**src/rtl/pwm_sample_feeder.sv**
```systemverilog
// Sample FIFO feeding an 11-bit PWM stage at a fixed audio rate.
// Holds midscale while idle or starved; counts underruns.
module pwm_sample_feeder #(
    parameter int CLK_DIV = 2268,
    parameter int PREFILL = 8
) (
    input  logic        clk,
    input  logic        reset,
    input  logic        enable,
    input  logic [7:0]  sample_in,
    input  logic        sample_valid,
    output logic        sample_ready,
    input  logic [3:0]  volume,
    output logic [10:0] pwm_level,
    output logic        sample_tick,
    output logic [4:0]  fill,
    output logic [7:0]  underrun_count
);

    typedef enum logic [1:0] {
        IDLE    = 2'd0,
        PLAY    = 2'd1,
        STARVED = 2'd2
    } state_t;

    localparam int            CW   = (CLK_DIV > 1) ? $clog2(CLK_DIV) : 1;
    localparam logic [CW-1:0] LAST = CW'(CLK_DIV - 1);
    localparam logic [4:0]    PF   = 5'(PREFILL);
    localparam logic [10:0]   MID  = 11'd1024;

    state_t state, state_nxt;

    logic [CW-1:0]     tick_cnt;
    logic [7:0]        mem [16];
    logic [3:0]        wr_ptr, rd_ptr;
    logic              push, pop;
    logic [3:0]        gain;
    logic signed [10:0] prod;
    logic [10:0]       level;

    assign sample_tick  = enable && (tick_cnt == LAST);
    assign sample_ready = (fill != 5'd16);
    assign push         = sample_valid && sample_ready;
    assign pop          = (state == PLAY) && sample_tick && (fill != 5'd0);

    // Product always lies in -1024..1016, so 11 bits hold it exactly.
    assign gain  = (volume > 4'd8) ? 4'd8 : volume;
    assign prod  = $signed({{3{mem[rd_ptr][7]}}, mem[rd_ptr]})
                 * $signed({7'd0, gain});
    assign level = unsigned'(prod) + MID;

    always_ff @(posedge clk or posedge reset) begin
        if (reset) begin
            tick_cnt <= '0;
        end else if (!enable || tick_cnt == LAST) begin
            tick_cnt <= '0;
        end else begin
            tick_cnt <= tick_cnt + CW'(1);
        end
    end

    always_ff @(posedge clk) begin
        if (push) begin
            mem[wr_ptr] <= sample_in;
        end
    end

    always_ff @(posedge clk or posedge reset) begin
        if (reset) begin
            wr_ptr <= '0;
            rd_ptr <= '0;
            fill   <= '0;
        end else begin
            if (push) wr_ptr <= wr_ptr + 4'd1;
            if (pop)  rd_ptr <= rd_ptr + 4'd1;
            case ({push, pop})
                2'b10:   fill <= fill + 5'd1;
                2'b01:   fill <= fill - 5'd1;
                default: fill <= fill;
            endcase
        end
    end

    always_ff @(posedge clk or posedge reset) begin
        if (reset) begin
            state <= IDLE;
        end else begin
            state <= state_nxt;
        end
    end

    always_comb begin
        state_nxt = state;
        if (!enable) begin
            state_nxt = IDLE;
        end else begin
            unique case (state)
                IDLE:    if (fill >= PF) state_nxt = PLAY;
                PLAY:    if (sample_tick && fill == 5'd0) state_nxt = STARVED;
                STARVED: if (fill >= PF) state_nxt = PLAY;
                default: state_nxt = IDLE;
            endcase
        end
    end

    always_ff @(posedge clk or posedge reset) begin
        if (reset) begin
            pwm_level      <= MID;
            underrun_count <= '0;
        end else begin
            if (state != PLAY) begin
                pwm_level <= MID;
            end else if (sample_tick) begin
                pwm_level <= pop ? level : MID;
            end
            if (state == PLAY && state_nxt == STARVED
                && underrun_count != 8'hFF) begin
                underrun_count <= underrun_count + 8'd1;
            end
        end
    end

endmodule

```
**config.mk**
```make
export PLATFORM = sky130hd
export DESIGN_NAME = pwm_sample_feeder
export DESIGN_NICKNAME = d
export VERILOG_FILES = /design/src/rtl/pwm_sample_feeder.sv
export SDC_FILE = /design/constraint.sdc
export NUM_CORES = 1
export LEC_CHECK = 0
export BUFFER_PORTS_ARGS = -buffer_cell sky130_fd_sc_hd__buf_4
export CAP_MARGIN = 20
export CORE_MARGIN = 4
export CORE_UTILIZATION = 40
export CTS_BUF_LIST = sky130_fd_sc_hd__clkbuf_4
export CTS_CLUSTER_DIAMETER = 150
export DETAILED_ROUTE_END_ITERATION = 7
export SLEW_MARGIN = 20
export SYNTH_ARGS = -nofsm -noshare
export SYNTH_HDL_FRONTEND = slang
export SYNTH_SLANG_ARGS = --single-unit
```
**constraint.sdc**
```tcl
create_clock -name clk -period 7.6 [get_ports clk]
set_input_delay 1.14 -clock clk [delete_from_list [all_inputs] [get_ports clk]]
set_output_delay 1.14 -clock clk [all_outputs]
set_load 0.005 [all_outputs]
```
==> qor.csv <==
stage,metric,value,unit
yosys,ys.flop_type,edfxtp_1,
placement,gp_congestion,0.7778,
hold_path,hold-path-endpoint,underrun_count[4],
setup_path,critical_path_class,reg2reg,
final_layout,multi_input_area,3034,sq um
status,status,"complete, no violations",
yosys,synth_compound_area_share,3.372,%
yosys,synth.area.top_cells,"edfxtp_1 (46%), dfrtp_1 (14%), mux4_2 (7.3%), ha_1 (5.4%), fa_1 (3.6%)",
placement,port_buffers,41,
setup_path,endpoint_kind,flop,
route,wl_per_cell,18.07,um
setup_path,cp-start-kind,flop,
final_layout,final_layout_size_suffix_gt1_share,20.70,%
yosys,yosysUniqueCellTypes,51,
yosys,synth_seq_area_share,60.11,%
sta,slew_viol_final,0,
floorplan,dieArea,23150,sq um
yosys,synth_top_area_share,46.24,%
sta,tns,0,ps
sta,setup_violations,0,
cts,cts_tree,built,
cts,ctsRootBufferMaster,clkbuf_4,
setup_path,rrSetupSlack,2380,ps
sta,hold_violations,0,
sta,setup_slack,2384,ps
hold_path,holdPathStages,1,
floorplan,io_pins,42,
final_layout,utilization,45.31,%
sta,rsz0062_at_grt,no,
global_route,antenna_found_initial,1,
global_route,grt_max_degree,47,
power_and_ir_drop,leakagePower,3.604,nW
cts,cts_resized,0,
setup_path,r2r_start,rd_ptr[0],
cts,worstSkewPairLatency,570,ps
yosys,muxShareOfSynthArea,10.91,%
floorplan,start_util,40.81,%
hold_path,hold_class,reg2reg,
yosys,synth_edf_count,128,
yosys,yosys_warnings,0,
yosys,syn-cell-area,8312,sq um
yosys,synth_cells,543,
placement,dpl.hpwl,10540,um
yosys,syn-num-nets,610,
cts,cts_setup_buffers,0,
sta,max_freq,191.7,MHz
yosys,synth-simple-area-share,8.942,%
sta,min_period_over_period,68.64,%
yosys,synth_top_family_by_area,multiplexers,
route,ant_nets,0,
final_layout,area_growth,11.02,%
global_route,grt-ovfl-total,0,
final_layout,fill_cells,1776,
yosys,syn_area_per_cell,15.31,sq um
cts,clk_pin_slew,160,ps
setup_path,cp.required,8080,ps
global_route,grt_pass1_vias,4594,
setup_path,ff2ff_path_depth,16,
route,avgViaCountPerCell,5.101,
sta,slew_headroom,29.21,%
job,drv_cap,0,
final_layout,fin_nets,653,
route,drt_iter0_markers,225,
hold_path,min_from,underrun_count[4],
floorplan,core,20360,sq um
route,drc,0,
yosys,synth_area_leader_cell,edfxtp_1,
route,dr.pass1.iters,5,
final_layout,seq_area,5000,sq um
yosys,synth_fa_ha_area_share,9.032,%
placement,post-place-ws,2072,ps
yosys,synth_xor_area_share,4.004,%
cts,cts_hold_buffers,0,
cts,cts.sinks,174,
route,vias,4438,
cts,numCtsBuffers,17,
setup_path,cp_max_fo,36,
setup_path,r2r-end,pwm_level[10],
cts,cts_max_path_buffers,2,
floorplan,die_y,152.2,um
power_and_ir_drop,p_per_area,234.4,nW/um^2
floorplan,rows,52,
floorplan,fp.dieW,152.2,um
global_route,track_usage,14.18,%
global_route,grt_pass1_wl,25550,um
sta,fin_crit,5216,ps
sta,clock_skew,21.99,ps
setup_path,crit_arrival,5690,ps
cts,cts-htree-levels,4,
yosys,ys_ff_latch,174,
sta,worstMarginPinSlew,1058,ps
power_and_ir_drop,ir_drop,106.5,uV
route,wirelength,15720,um
yosys,synthArstFlopShare,26.44,%
-- Yosys cell counts (6+ instances only) --
master    instances
a21oi_1          10
a22o_1            9
and2_1           25
and3_1            6
dfrtp_1          45
edfxtp_1        128
fa_1             15
ha_1             36
inv_1            46
mux2_2            7
mux4_1            8
mux4_2           27
nand2_1          20
nand3_1           9
nor2_1           37
nor2b_1           9
nor3_1            7
xnor2_1          22
xor2_1           16
-- flip-flops by register name, indices dropped and copies added (netlist names) --
name and cells:
mem 128, tick_cnt 12, pwm_level 11, underrun_count 8, fill 5, rd_ptr 4, wr_ptr 4, state 2
-- worst max path at each step --
stage,from,end,slack (ps),depth (start not counted)
finish,rd_ptr[0],pwm_level[10],2380,16
global route,rd_ptr[0],pwm_level[9],2050,16
CTS,rd_ptr[0],pwm_level[10],2050,16
detailed placement,rd_ptr[0],pwm_level[10],2070,16
global placement,rd_ptr[0],pwm_level[10],2110,16
floorplan,rd_ptr[0],pwm_level[10],2890,18
-- report_power, final --
part	internal [mW]	switching [mW]	total (mW)	leakage, nW
registers	1.12	0.0590	1.18	1.77
clock network	0.226	0.385	0.611	0.188
logic	0.155	0.219	0.374	1.64
total	1.50	0.663	2.16	3.60
-- per-stage QoR --
stage	hold WS [ps]	power, mW	cells	cell area (sq um)
CTS	510.4	2.192	869	9221
detailed placement	479.0	1.582	837	8857
finish	502.6	2.163	870	9228
floorplan	454.6	1.449	543	8312
global route	520.9	2.283	870	9228
global placement	475.3	1.567	837	8857
-- layer usage --
metal	routed length [um]	up-vias	track usage, %
li1	-	2081	-
met1	6369	2253	17.62
met3	676	19	3.266
met4	204	0	3.639
met5	0	-	0
met2	8470	85	25.13
-- critical path: stages (launching register included) --
cell	delay [ps]
dfrtp_4	880
mux4_1	640
mux4_2	540
and2_1	190
ha_1	300
fa_1	480
inv_1	50
fa_1	520
inv_1	40
ha_1	340
a21oi_1	170
nor2_1	50
a311o_1	350
a21o_1	190
a21oi_1	160
xnor2_1	130
a21oi_1	80
-- cells by family after synthesis --
family	after synthesis
XOR/XNOR	38
multiplexers	43
AO/OA/AOI/OAI	38
buffers and inverters	64
AND/OR/NAND/NOR	135
adder cells (fa/ha/maj)	51
flip-flops	174
-- final cells by class --
cell class / instances / share of cell area, %
sequential: 174 / 54.18
antenna: 1 / 0.02712
clock buffer: 17 / 1.383
inverter: 46 / 1.885
clock inverter: 15 / 2.563
tap: 270 / 3.661
multi-input combinational: 305 / 32.88
timing repair buffer: 42 / 3.417
-- cell usage in the layout (no fill, tap or decap), types with 9 or more instances in the layout --
| cell type | instances |
|---|---|
| a21oi_1 | 10 |
| a22o_1 | 9 |
| and2_1 | 25 |
| buf_4 | 42 |
| clkbuf_4 | 17 |
| dfrtp_1 | 44 |
| edfxtp_1 | 128 |
| fa_1 | 15 |
| ha_1 | 36 |
| inv_1 | 45 |
| mux4_2 | 27 |
| nand2_1 | 20 |
| nand3_1 | 9 |
| nor2_1 | 37 |
| nor2b_1 | 9 |
| xnor2_1 | 22 |
| xor2_1 | 16 |
Power figures use the tool's default switching activity.
